`src/rtl/mem_arbiter.sv`:
```
// Arbitrates fetch and load/store ports onto one single-port memory, with an in-order ID queue
// routing read responses back. Define ARB_RR_EN for round-robin instead of data-priority+starve.
module mem_arbiter #(
    parameter int unsigned AW           = 32,
    parameter int unsigned DW           = 32,
    parameter int unsigned MAX_OUT      = 2,
    parameter int unsigned STARVE_LIMIT = 4
) (
    input  logic          clk,
    input  logic          reset,
    input  logic          if_req,
    input  logic [AW-1:0] if_addr,
    output logic          if_gnt,
    output logic          if_rvalid,
    input  logic          d_req,
    input  logic          d_we,
    input  logic [AW-1:0] d_addr,
    input  logic [DW-1:0] d_wdata,
    output logic          d_gnt,
    output logic          d_rvalid,
    output logic [DW-1:0] rdata,
    output logic          mem_req,
    output logic          mem_we,
    output logic [AW-1:0] mem_addr,
    output logic [DW-1:0] mem_wdata,
    input  logic          mem_gnt,
    input  logic          mem_rvalid,
    input  logic [DW-1:0] mem_rdata,
    output logic          err
);
    localparam int unsigned PW = (MAX_OUT > 1) ? $clog2(MAX_OUT) : 1;
    localparam int unsigned CW = $clog2(MAX_OUT + 1);
    localparam logic [PW-1:0] ptr_max = PW'(MAX_OUT - 1);
    localparam logic [CW-1:0] count_full = CW'(MAX_OUT);

    logic [MAX_OUT-1:0] id_q;
    logic [PW-1:0]      rd_ptr_q, wr_ptr_q;
    logic [CW-1:0]      count_q;
    logic               err_q;
    logic               blocked, fetch_pri, sel_if, sel_d;
    logic               push, pop, head;

`ifdef ARB_RR_EN
    logic last_q;  // 1 = data won last grant
`else
    localparam int unsigned SW = $clog2(STARVE_LIMIT + 1);
    localparam logic [SW-1:0] starve_max = SW'(STARVE_LIMIT);
    logic [SW-1:0] starve_q;
`endif

    always_comb begin
        blocked = (count_q == count_full);
`ifdef ARB_RR_EN
        fetch_pri = last_q;
`else
        fetch_pri = (starve_q >= starve_max);
`endif
        sel_if = !blocked && if_req && (!d_req || fetch_pri);
        sel_d  = !blocked && d_req && !sel_if;

        mem_req   = sel_if | sel_d;
        mem_we    = sel_d & d_we;
        mem_addr  = sel_if ? if_addr : (sel_d ? d_addr : '0);
        mem_wdata = sel_d ? d_wdata : '0;
        if_gnt    = sel_if & mem_gnt;
        d_gnt     = sel_d & mem_gnt;

        head      = id_q[rd_ptr_q];
        pop       = mem_rvalid && (count_q != '0);
        if_rvalid = pop & ~head;
        d_rvalid  = pop & head;
        rdata     = mem_rdata;
        push      = if_gnt | (d_gnt & ~d_we);
        err       = err_q;
    end

    always_ff @(posedge clk or negedge reset) begin
        if (!reset) begin
            id_q     <= '0;
            rd_ptr_q <= '0;
            wr_ptr_q <= '0;
            count_q  <= '0;
            err_q    <= 1'b0;
`ifdef ARB_RR_EN
            last_q   <= 1'b1;
`else
            starve_q <= '0;
`endif
        end else begin
            if (push) begin
                id_q[wr_ptr_q] <= d_gnt;
                wr_ptr_q       <= (wr_ptr_q == ptr_max) ? '0 : wr_ptr_q + PW'(1);
            end
            if (pop) begin
                rd_ptr_q <= (rd_ptr_q == ptr_max) ? '0 : rd_ptr_q + PW'(1);
            end
            if (push && !pop) begin
                count_q <= count_q + CW'(1);
            end else if (pop && !push) begin
                count_q <= count_q - CW'(1);
            end
            if (mem_rvalid && count_q == '0) begin
                err_q <= 1'b1;
            end
`ifdef ARB_RR_EN
            if (if_gnt || d_gnt) begin
                last_q <= d_gnt;
            end
`else
            if (if_req && !if_gnt) begin
                starve_q <= (starve_q == starve_max) ? starve_q : starve_q + SW'(1);
            end else begin
                starve_q <= '0;
            end
`endif
        end
    end
endmodule
```
`config.mk`:
```
export PLATFORM = sky130hd
export DESIGN_NAME = mem_arbiter
export DESIGN_NICKNAME = d
export VERILOG_FILES = /design/src/rtl/mem_arbiter.sv
export SDC_FILE = /design/constraint.sdc
export NUM_CORES = 1
export LEC_CHECK = 0
export BUFFER_PORTS_ARGS = -buffer_cell sky130_fd_sc_hd__buf_2
export CAP_MARGIN = 20
export CELL_PAD_IN_SITES_DETAIL_PLACEMENT = 0
export CELL_PAD_IN_SITES_GLOBAL_PLACEMENT = 1
export CORE_MARGIN = 3
export CORE_UTILIZATION = 17
export CTS_CLUSTER_SIZE = 20
export DETAILED_ROUTE_END_ITERATION = 8
export GPL_ROUTABILITY_DRIVEN = 0
export HOLD_SLACK_MARGIN = 0.08
export PLACE_DENSITY_LB_ADDON = 0.05
export SLEW_MARGIN = 25
export SYNTH_ARGS = -nofsm -noshare
export SYNTH_HDL_FRONTEND = slang
export SYNTH_SLANG_ARGS = --single-unit
```
`constraint.sdc`:
```
create_clock -name clk -period 2.65 [get_ports clk]
set_input_delay 0.265 -clock clk [delete_from_list [all_inputs] [get_ports clk]]
set_output_delay 0.265 -clock clk [all_outputs]
set_load 0.02 [all_outputs]
```
After elaboration in Yosys (flattened, before gate mapping) --
Index checks and enable logic that the tools add are counted.
Storage, ports and cells: bits in registers 10, input port bits 135, output and inout port bits 103, word-level logic and storage cells 62
Cells by class: add/subtract/negate cells 5, order comparisons 4, equality and inequality tests 3, muxes and demuxes 14, bitwise operators 10, reductions and logical operators 20
Operator list (count):
- 2-to-1 mux 32 bit | 3
- logical AND 1 bit | 10
- bitwise AND 1 bit | 6
- logical NOT 1 bit | 6
- 2-to-1 mux 3 bit | 2
- 2-to-1 mux 1 bit | 5
- less-than comparator 1 x 2 -> 1 bit (second input constant) | 2
- 2-to-1 mux 2 bit | 2
- nonzero test 2 bit | 2
- adder 3 x 1 -> 3 bit (second input constant) | 1
- equality test 3 bit (second input constant) | 1
- greater-or-equal comparator 3 bit (second input constant) | 1
- adder 1 bit (second input constant) | 2
- adder 2 x 1 -> 2 bit (second input constant) | 1
- bitwise mux 2 bit | 1
- equality test 2 bit (second input constant) | 1
- logical NOT 2 bit | 1
- != test 2 bit (second input constant) | 1
- inverter 1 bit | 2
- bitwise OR 1 bit | 2
- subtractor 2 x 1 -> 2 bit (second input constant) | 1
- demux 1 bit (select 1 bit) | 1
- greater-or-equal comparator 1 bit (second input constant) | 1
- logical OR 1 bit | 1

Longest topological paths before layout --
Gate-level depths: netlist of run 1.
depth in word-level cells 13, mapped depth 7, mapped depth without buffers 7

Worst setup path after synthesis of run 1 --
No wires, ideal clock.
path type flip-flop to output port, from register count_q[0], to output mem_addr[10], arrival 1.290 ns, required time 2.385 ns, slack 1.095 ns, stages on the path, launching flop included 6, path buffers 2, path through dfrtp_1 > nand2b_4 > and3_4 > buf_6 > buf_6 > a22o_1
On the way: word-level cells in the longest chain between the ends 8, elaborated cells on any way between the ends 9, classes of those cells eq/ne: 1; mux: 2; reduce/logical: 6
RTL lines:
- start, declared | RTL line 38 | logic [CW-1:0] count_q;
- start signal, assigned | RTL line 98 | count_q <= count_q + CW'(1);
- start signal, assigned | RTL line 100 | count_q <= count_q - CW'(1);
- equality test 2 bit (*) | RTL line 52 | blocked = (count_q == count_full);
- logical NOT 1 bit (*) | RTL line 58, 59
- logical AND 1 bit (2 in series) | RTL line 58 | sel_if = !blocked && if_req && (!d_req || fetch_pri);
- logical NOT 1 bit | RTL line 59 | sel_d = !blocked && d_req && !sel_if;
- logical AND 1 bit | RTL line 59
- 2-to-1 mux 32 bit | RTL line 63 | mem_addr = sel_if ? if_addr : (sel_d ? d_addr : '0);
- 2-to-1 mux 32 bit (*) | RTL line 63
- end, declared | RTL line 24 | output logic [AW-1:0] mem_addr,
Every way passes the cells marked *; elsewhere a longest branch is shown, timed or not.

Final worst setup path of run 1 --
from register count_q[0], to output mem_addr[8]
Same word-level chain as after synthesis.

==> summary.txt, run 1 <==
Routing
  – Post-DR vias/cell: 4.08
  – Per-cell routed wire length: about 16 µm
  – Detail Route Antenna Nets: 0
  – Detailed-route wire length: 6190 µm
  – Initial DRC count: 41
  – Residual DRC: 0
  – Detailed Routing Iterations Pass 1: 4
  – Vias after detailed routing: 1623

Critical path
  – Critical path capture point type: output port
  – Critical-path cell with the highest stage delay: sky130_fd_sc_hd__and3_4
  – Worst Setup Path Type: flip-flop to output port
  – Worst Reg-to-Reg Cells: 7
  – CP arrival: 1850 ps
  – Reg2Reg Setup Slack: 980 ps
  – Reg-to-reg endpoint: count_q[1]
  – CP Data Required Time: 2380 ps
  – FF-to-FF Start: count_q[0]
  – Series of cell instances along the critical path: nand2b_4 > and3_4 > a22o_1 > buf_2
  – Max Fanout on Critical Path: 65
  – Worst Setup Start Kind: flip-flop
  – Delay of the slowest cell on the worst path: 570 ps

Yosys
  – Fraction of the yosys area taken by sequential cells: 18.5%
  – Post-synthesis cell area: roughly 0.0014 mm²
  – Distinct cell type count after synthesis: 27
  – Synthesized-area fraction occupied by ao, oa, aoi and oai cells: 25.1%
  – Gate count of the mapped netlist: 162
  – Average instance area after synthesis: about 8.3 µm²
  – Primary flip-flop cell chosen by synthesis mapping: sky130_fd_sc_hd__dfrtp_1
  – Area contributors post-synth: sky130_fd_sc_hd__buf_4 (21%), sky130_fd_sc_hd__a22o_1 (21%), sky130_fd_sc_hd__dfrtp_1 (19%)
  – Post-synthesis async set-or-reset flop share: 100%
  – Share of the synthesized area in the top cell type: a little over a fifth
  – Xor and xnor fraction of the mapped netlist area: 3.89%
  – Main combinational cell family by area after synthesis: buffers and inverters
  – Synthesis Warnings: 0
  – Post-synthesis mux area share: less than 1%
  – Post-Synth Simple-Gate Area: 23.2%
  – Post-synthesis share of cell area spent on full adders, half adders and majority gates: 2.78%
  – Post-synthesis register bit count: 10
  – Synthesized net count: 300
  – Count of flip-flops with a built-in enable after synthesis: 0
  – Dominant cell type by area after synthesis: sky130_fd_sc_hd__buf_4

Timing
  – Max-Slew Margin vs Limit: 59.9%
  – Clock skew: around 1.9 ps
  – Tmin final: 2120 ps
  – Number of endpoints failing setup at the final stage: 0
  – Setup repair after global routing missed its margin: false
  – Final clock period utilization by the worst path: 80.0%
  – Peak clock frequency supported by timing: 472 MHz
  – Pins Over Slew Limit: 0
  – Count of final hold-check violations: 0
  – Least-Margin Pin Slew: between 600 and 700 ps
  – Setup TNS: 0 ps
  – Worst hold margin: 256 ps

Floorplan
  – Horizontal die dimension: 95.2 µm
  – I/O pin count: 238
  – Vertical die dimension: about 95 µm
  – Area of the core region: between 0.007 and 0.008 mm²
  – Die outline area: 0.00905 mm²
  – Placement Rows: 31
  – Initial cell density of the core: between 10% and 20%

Clocking
  – Clk sink count: 10
  – Largest buffer count on any clock path: 2
  – Clock transition at path regs: 50 ps
  – Number of buffers created by CTS: 3
  – Cells resized by post-CTS repair: 0
  – Library cell used as clock root buffer: sky130_fd_sc_hd__clkbuf_8
  – H-tree level count: 1
  – Clock latency reported for the late side of the worst-skew pair: 230 ps
  – TritonCTS clock tree: built

Layout
  – Count of filler cells inserted in the layout: around 840
  – Fraction of layout instances using a drive strength above 1: 60.7%
  – Count of non-filler cells in the finished layout: 398
  – Commonest non-fill, non-tap cell in the layout: sky130_fd_sc_hd__buf_2
  – Commonest non-fill, non-tap cells in the layout: sky130_fd_sc_hd__buf_2 (173), sky130_fd_sc_hd__and2_1 (33), sky130_fd_sc_hd__a22o_1 (32)
  – Sequential cell area: around 250 µm²
  – Area used by multi-input combinational logic: 753 µm²
  – Area Growth Syn to Fin: 54.4%
  – Post-layout util: 27.9%
  – Final-stage net count: 437

Flow run
  – Max-cap violation count: 0

Pwr
  – Power Density: 738 mW/mm²
  – Leakage component of the power: 1.25 nW
  – Final total power: 1.54 mW
  – Peak ir drop on the vdd network: about 0.38 mV

GRT
  – Via count of the first global-routing pass: 1516
  – Wire length of the first global-routing pass: just over 8000 µm
  – Overall global routing resource usage: about an eighth
  – Antenna violations before repair: 3
  – Remaining Overflow, GRT: 0
  – Maximum number of pins on one net before global-route repair: 66

Min path
  – Classification of the worst-slack hold path: input pin to flip-flop
  – Worst Hold Depth: 2
  – Origin of the worst min-delay path: mem_rvalid
  – Worst Hold Endpoint: err

Placed design
  – Count of port buffers added during placement: approximately 170
  – Placed cell count: 392
  – HPWL reported at the end of detailed placement: 5210 µm

Status
  – Result of the run: completed
## state kept, by name, indices dropped and copies added (netlist names)
name	count
err	1
count_q	2
starve_q	3
rd_ptr_q	1
wr_ptr_q	1
id_q	2
## Yosys cell counts, types with 2 or more instances
library cell               n
sky130_fd_sc_hd__a22o_1   32
sky130_fd_sc_hd__and2_1   33
sky130_fd_sc_hd__buf_2     2
sky130_fd_sc_hd__buf_4    38
sky130_fd_sc_hd__buf_6     3
sky130_fd_sc_hd__dfrtp_1  10
sky130_fd_sc_hd__ha_1      3
sky130_fd_sc_hd__inv_1     5
sky130_fd_sc_hd__nand2_1   5
sky130_fd_sc_hd__nand4_1   2
sky130_fd_sc_hd__nor2_1    6
sky130_fd_sc_hd__o21ai_0   3
sky130_fd_sc_hd__o31ai_1   2
sky130_fd_sc_hd__xnor2_1   4
sky130_fd_sc_hd__xor2_1    2
## logic make-up after synthesis
kind of cell / after synthesis
and+or+nand+nor: 53
DFF: 10
adders and majority gates: 3
AOI/OAI and AO/OA: 41
buffers and inverters: 48
xor gates and xnor gates: 6
muxes: 1
## stage by stage
stage	area (µm²)	setup WS, ps
after global routing	2090	371
after floorplan	1350	1100
after global placement	2020	740
after detailed placement	2020	744
after CTS	2080	499
final	2090	531
## worst max-delay path by stage
stage / from / end / slack [ps] / cells after the start
6_report: count_q[0] / mem_addr[8] / 530 / 4
5_1_grt: count_q[0] / mem_addr[8] / 370 / 4
4_1_cts: count_q[0] / mem_addr[8] / 500 / 4
3_5_place_dp: count_q[0] / mem_addr[8] / 740 / 4
3_3_place_gp: count_q[0] / mem_addr[8] / 740 / 4
2_1_floorplan: count_q[0] / mem_addr[10] / 1100 / 5
## worst max-delay path, delay by kind of cell (launching register included)
family                 cells  cell delay, ps
AND/OR/NAND/NOR            2             750
flip-flops                 1             410
buffers and inverters      1             170
AO/OA/AOI/OAI              1             250
## what timing repair did
| item | 4_1_cts | 5_1_grt |
|---|---|---|
| buffers inserted | 0 | 0 |
| hold endpoints to repair | 10 | 0 |
| hold buffers | 1 | 0 |
## power by group
part | switching [mW] | internal, mW | total (mW)
Clock | 0.0614 | 0.131 | 0.192
Sequential | 0.0509 | 0.209 | 0.260
Combinational | 0.652 | 0.436 | 1.09
## per-layer routing
layer	track usage, %	vias up	part of all wire, %
met5	0	-	0.29
met4	1.56	4	0.32
met3	5.76	6	15
met2	20.7	128	48
met1	13.1	684	36
li1	-	801	-
## area by class of cell
| cell class | count | area share (%) |
|---|---|---|
| diodes | 1 | 0.120 |
| well taps | 99 | 5.94 |
| flip-flops and latches | 10 | 12.0 |
| inverters | 5 | 0.899 |
| repair buffers | 175 | 42.3 |
| clock buffers | 4 | 2.64 |
| multi-input cells | 104 | 36.1 |
Note: power is estimated with default switching activity, not from simulation.
==> run 2: changes to the inputs <==
CORE_UTILIZATION = 14   (was 17)
clock period = 1.88 ns   (was 2.65 ns; I/O delays follow)
==> run 2 against run 1 <==
  * Total power rose by 47%
  * Global-route usage is 0.78 points lower
  * Non-clock buffer count is 6 higher
  * First-iteration DRC count up 130%
  * Clock power is 14% higher
  * Worst hold slack got worse by 77 ps
  * Register-to-register slack lost 650 ps
  * Sequential share of layout area down 0.56 points
  * Die area rose by 20%
  * Critical endpoint is now mem_addr[29]
==> summary.txt, run 2 (same netlist as run 1, synthesis figures left out) <==
Layout
  – Top flop regs: starve_q: 3 flops, count_q: 2 flops, id_q: 2 flops
  – Register containing the most flip-flops in the final layout: starve_q
  – Commonest non-fill, non-tap cells in the layout: sky130_fd_sc_hd__buf_2 (173), sky130_fd_sc_hd__and2_1 (33), sky130_fd_sc_hd__a22o_1 (32)
  – Area used by multi-input combinational logic: roughly 750 µm²
  – Ant. Diodes: 0
  – Sequential cell area: between 200 and 300 µm²
  – Fraction of layout instances using a drive strength above 1: 61.7%
  – Count of filler cells inserted in the layout: 1057
  – Area Growth Syn to Fin: 62.8%
  – Commonest non-fill, non-tap cell in the layout: sky130_fd_sc_hd__buf_2
  – Final-stage net count: approximately 440
  – Count of non-filler cells in the finished layout: 432
  – Number of flip-flops in the largest register: 3

Floorplan
  – Vertical die dimension: 104 µm
  – Horizontal die dimension: 104 µm
  – Initial cell density of the core: between 10% and 20%
  – I/O pin count: 238
  – Area of the core region: 0.00933 mm²
  – Die outline area: ~0.011 mm²
  – Placement Rows: 35

Pwr
  – Part of the power in registers: 15.9%
  – Relative contribution of combinational cells to total power: around 74%
  – Peak ir drop on the vdd network: ~0.38 mV
  – Net switching power: 1.11 mW
  – Share of total power in the clock network: 9.6%
  – Power Density: 1030 mW/mm²
  – Share of total power consumed by net switching: 49.1%
  – Internal power contribution: 1.15 mW
  – Leakage component of the power: about 1.3 nW

Timing
  – Least-Margin Pin Slew: 235 ps
  – Setup TNS: 0 ps
  – Tmin final: 1780 ps
  – Final clock period utilization by the worst path: between 90% and 100%
  – Number of endpoints failing setup at the final stage: 0
  – Setup repair after global routing missed its margin: false
  – Peak clock frequency supported by timing: 561 MHz
  – Clock skew: 0.996 ps
  – Pins Over Slew Limit: 0
  – Count of final hold-check violations: 0
  – Max-Slew Margin vs Limit: a little over four fifths

Clocking
  – Library cell used as clock root buffer: sky130_fd_sc_hd__clkbuf_8
  – Clk sink count: 10
  – Clock transition at path regs: 40 ps
  – Largest buffer count on any clock path: 2
  – Clock latency reported for the late side of the worst-skew pair: roughly 230 ps
  – Number of buffers created by CTS: 3
  – TritonCTS clock tree: built
  – H-tree level count: 1

GRT
  – Overall global routing resource usage: 11.0%
  – Wire length of the first global-routing pass: 9530 µm
  – Maximum number of pins on one net before global-route repair: 66
  – Remaining Overflow, GRT: 0
  – Via count of the first global-routing pass: approximately 1.6k
  – Antenna violations before repair: 2

Flow run
  – Max-cap violation count: 0

Critical path
  – Worst Setup Start Kind: flip-flop
  – Worst Setup Path Type: flip-flop to output port
  – Series of cell instances along the critical path: nand2b_4 > and3_4 > clkbuf_16 > a22o_1 > buf_2
  – Delay of the slowest cell on the worst path: 390 ps
  – Worst Reg-to-Reg Cells: 7
  – Top Family by Delay on Critical Path: flip-flops
  – Crit path buf inv count: 2
  – CP arrival: approximately 1600 ps
  – Max Fanout on Critical Path: 32
  – Critical-path cell with the highest stage delay: sky130_fd_sc_hd__dfrtp_2
  – Critical path depth in cells: 5
  – Critical path capture point type: output port
  – CP Data Required Time: 1690 ps

Routing
  – Detailed Routing Iterations Pass 1: 4
  – Detailed-route wire length: 6720 µm
  – Initial DRC count: between 90 and 100
  – Detail Route Antenna Nets: 0
  – Vias after detailed routing: 1687
  – Per-cell routed wire length: 15.5 µm
  – Post-DR vias/cell: 3.91
  – Residual DRC: 0

Status
  – Result of the run: completed

Placed design
  – Count of port buffers added during placement: 173
  – HPWL reported at the end of detailed placement: 5490 µm
  – Placed cell count: 426

Min path
  – Worst Hold Depth: 2
  – Classification of the worst-slack hold path: input pin to flip-flop
-- run 2: cell types whose count changed in the layout (fill, tap and decap cells not counted), sizes merged --
cell   previous run  this run
buf             174       179
diode             1         0
-- run 2: metal layers --
layer	part of all wire (%)	up-vias	routed length, µm	GRT usage (%)
li1	-	811	-	-
met2	49	110	3310	19.8
met5	0.54	-	36	0
met3	10	12	695	5.28
met4	0.79	4	53	2.37
met1	39	750	2620	11.6
-- run 2: layout make-up --
cell class,count,area share (%)
multi-input combinational,104,34.2
tap,129,7.34
clock buffer,3,1.88
timing repair buffer,181,44.3
sequential,10,11.4
inverter,5,0.853
-- run 2: final timing paths --
path,start,end,slack [ps]
worst max-delay path,count_q[0],mem_addr[29],100
worst min-delay path,mem_rvalid,err,180
worst max register to register,count_q[1],count_q[1],330
worst min register to register,err,err,450
max in group asynchronous,reset,count_q[0],1320
min in group asynchronous,reset,err,340
-- run 2: power by group through the flow --
stage	Sequential, mW	Combinational, mW	Clock (mW)
after detailed placement	0.374	1.61	0
after CTS	0.371	1.62	0.227
final	0.361	1.68	0.218
after global routing	0.372	1.83	0.236
after floorplan	0.357	1.20	0
after global placement	0.374	1.64	0
-- run 2: per-stage QoR --
step	util [%]	power, mW	instance area, µm²	hold WS, ps	setup WS, ps
floorplan	-	1.56	1350	-108	363
global placement	22.5	2.02	2100	76.1	236
detailed placement	22.5	1.98	2100	70.4	243
CTS	23.1	2.22	2150	177	20.2
global route	23.6	2.43	2200	201	12.6
finish	23.6	2.26	2200	179	96.7
-- run 2: what timing repair did --
action / in CTS / in global routing
resized for setup: 1 / 3
gates cloned: 0 / 1
hold endpoints to repair: 10 / 0
endpoints found under the setup margin: 9 / 65
buffers inserted: 0 / 1
hold buffers: 1 / 0
==> run 3: changes to the inputs <==
--- a/config.mk
+++ b/config.mk
@@ -17,4 +17,5 @@
 export HOLD_SLACK_MARGIN = 0.08
 export PLACE_DENSITY_LB_ADDON = 0.05
+export REMOVE_ABC_BUFFERS = 1
 export SLEW_MARGIN = 25
 export SYNTH_ARGS = -nofsm -noshare
==> constraint.sdc (replaced) <==
create_clock -name clk -period 1.88 [get_ports clk]
set_input_delay 0.188 -clock clk [delete_from_list [all_inputs] [get_ports clk]]
set_output_delay 0.188 -clock clk [all_outputs]
set_load 0.05 [all_outputs]
==> run 3 against run 2 <==
  * Worst hold slack lost 7.5 ps
  * Non-clock buffer count grew 1
  * Register-to-register slack lost 170 ps
  * Via count grew 2.4%
==> summary.txt, run 3 (same netlist as run 1, synthesis figures left out) <==
GRT
  – Via count of the first global-routing pass: between 1.5k and 2k
  – Antenna violations before repair: 1
  – Wire length of the first global-routing pass: 10800 µm
  – Overall global routing resource usage: 13.1%
  – Remaining Overflow, GRT: 0
  – Maximum number of pins on one net before global-route repair: 35

Layout
  – Final-stage net count: 444
  – Count of filler cells inserted in the layout: between 1k and 1.5k
  – Post-route cell area: 0.00239 mm²
  – Number of flip-flops in the largest register: 3
  – Commonest non-fill, non-tap cells in the layout: sky130_fd_sc_hd__buf_2 (110), sky130_fd_sc_hd__clkbuf_4 (38), sky130_fd_sc_hd__and2_1 (33)
  – Ant. Diodes: 0
  – Commonest non-fill, non-tap cell in the layout: sky130_fd_sc_hd__buf_2
  – Register containing the most flip-flops in the final layout: starve_q
  – Count of non-filler cells in the finished layout: 434
  – Top flop regs: starve_q: 3 flops, count_q: 2 flops, id_q: 2 flops
  – Fraction of layout instances using a drive strength above 1: 62.0%
  – Area Growth Syn to Fin: 76.8%

Timing
  – Count of final hold-check violations: 0
  – Pins Over Slew Limit: 0
  – Least-Margin Pin Slew: approximately 260 ps
  – Worst setup slack after layout: roughly 55 ps
  – Final clock period utilization by the worst path: a little over nine tenths
  – Worst hold margin: 171 ps
  – Tmin final: 1830 ps
  – Max-Slew Margin vs Limit: just over 80%
  – Number of endpoints failing setup at the final stage: 0
  – Peak clock frequency supported by timing: 548 MHz
  – Clock skew: 10.3 ps

Routing
  – Detail Route Antenna Nets: 0
  – Initial DRC count: 73
  – Detailed-route wire length: 7830 µm
  – Vias after detailed routing: 1728
  – Per-cell routed wire length: 18.0 µm
  – Post-DR vias/cell: 3.98
  – Residual DRC: 0
  – Detailed Routing Iterations Pass 1: 4

Floorplan
  – Initial cell density of the core: about 14%
  – Vertical die dimension: 104 µm
  – Placement Rows: 35
  – Die outline area: between 0.01 and 0.015 mm²
  – I/O pin count: 238
  – Area of the core region: 0.00933 mm²
  – Horizontal die dimension: about 100 µm

Critical path
  – Worst Setup Path Type: flip-flop to output port
  – Crit path buf inv count: 2
  – Series of cell instances along the critical path: nand2b_1 > and3_1 > buf_12 > a22o_1 > clkbuf_4
  – Critical-path cell with the highest stage delay: sky130_fd_sc_hd__dfrtp_2
  – Critical path capture point type: output port
  – Max Fanout on Critical Path: 32
  – CP arrival: 1640 ps
  – Worst Setup Start Kind: flip-flop
  – CP Data Required Time: around 1700 ps
  – Top Family by Delay on Critical Path: flip-flops
  – Delay of the slowest cell on the worst path: approximately 430 ps

Min path
  – Classification of the worst-slack hold path: input pin to flip-flop

Placed design
  – Placed cell count: 427
  – HPWL reported at the end of detailed placement: 6560 µm
  – Cell area after placement: about 0.0021 mm²
  – Worst slack at placement: approximately 160 ps
  – Count of port buffers added during placement: approximately 170

Pwr
  – Peak ir drop on the vdd network: 0.431 mV
  – Final total power: 3.24 mW
  – Power Density: roughly 1400 mW/mm²
  – Leakage component of the power: roughly 1.3 nW

Clocking
  – Largest buffer count on any clock path: 2
  – Library cell used as clock root buffer: sky130_fd_sc_hd__clkbuf_8
  – H-tree level count: 1
  – Clk sink count: 10
  – TritonCTS clock tree: built
  – Clock transition at path regs: 60 ps
  – Number of buffers created by CTS: 3
  – Clock latency reported for the late side of the worst-skew pair: 240 ps

Flow run
  – Max-cap violation count: 0

Status
  – Result of the run: completed
run 3: cell count changes in the layout (fill, tap and decap cells not counted), sizes merged:
| cell | change |
|---|---|
| clkbuf | +39 |
| buf | -37 |
run 3: layer usage:
metal	vias up	GRT usage (%)	share of wire, %
met5	-	0	0.20
met4	2	1.42	0.59
met3	8	8.13	14
met2	126	20.7	46
met1	781	15.6	40
li1	811	-	-
run 3: what timing repair did:
action | 4_1_cts | 5_1_grt
setup endpoints to repair | 22 | 63
gates resized for setup | 22 | 45
endpoints found under the hold margin | 10 | 0
buffers inserted | 0 | 1
pin swaps | 0 | 1
cloned | 0 | 1
hold buffers | 1 | 0
run 3: path summary, 6_finish.rpt:
path                              from           end  slack [ps]  cells past startpoint
setup / recovery           starve_q[2]  mem_addr[11]          50                      5
hold / removal              mem_rvalid           err         170                      2
setup reg to reg            count_q[1]    count_q[1]         160                      7
hold reg to reg                    err           err         460                      1
max in group asynchronous        reset   starve_q[2]        1320                      2
min in group asynchronous        reset    count_q[0]         340                      2
run 3: cell type report:
type                    count  area [µm²]  share of cell area, %
multi-input cells         104         753                   31.5
repair buffers            182        1150                   48.1
inverters                   5        18.8                  0.786
clock buffers               4        55.1                   2.30
well taps                 129         161                   6.76
flip-flops and latches     10         251                   10.5
run 3: report_power, final:
part           leakage [nW]  internal (mW)  switching, mW
Sequential            0.117          0.296         0.0642
Combinational          1.15          0.882           1.72
Clock                0.0288          0.184         0.0904
run 3: per-stage QoR:
step / util [%] / TNS (ps)
after floorplan: - / -2010
after global placement: 22.9 / 0
after detailed placement: 22.9 / 0
after CTS: 24.1 / 0
after global routing: 25.6 / -5.71
final: 25.6 / 0
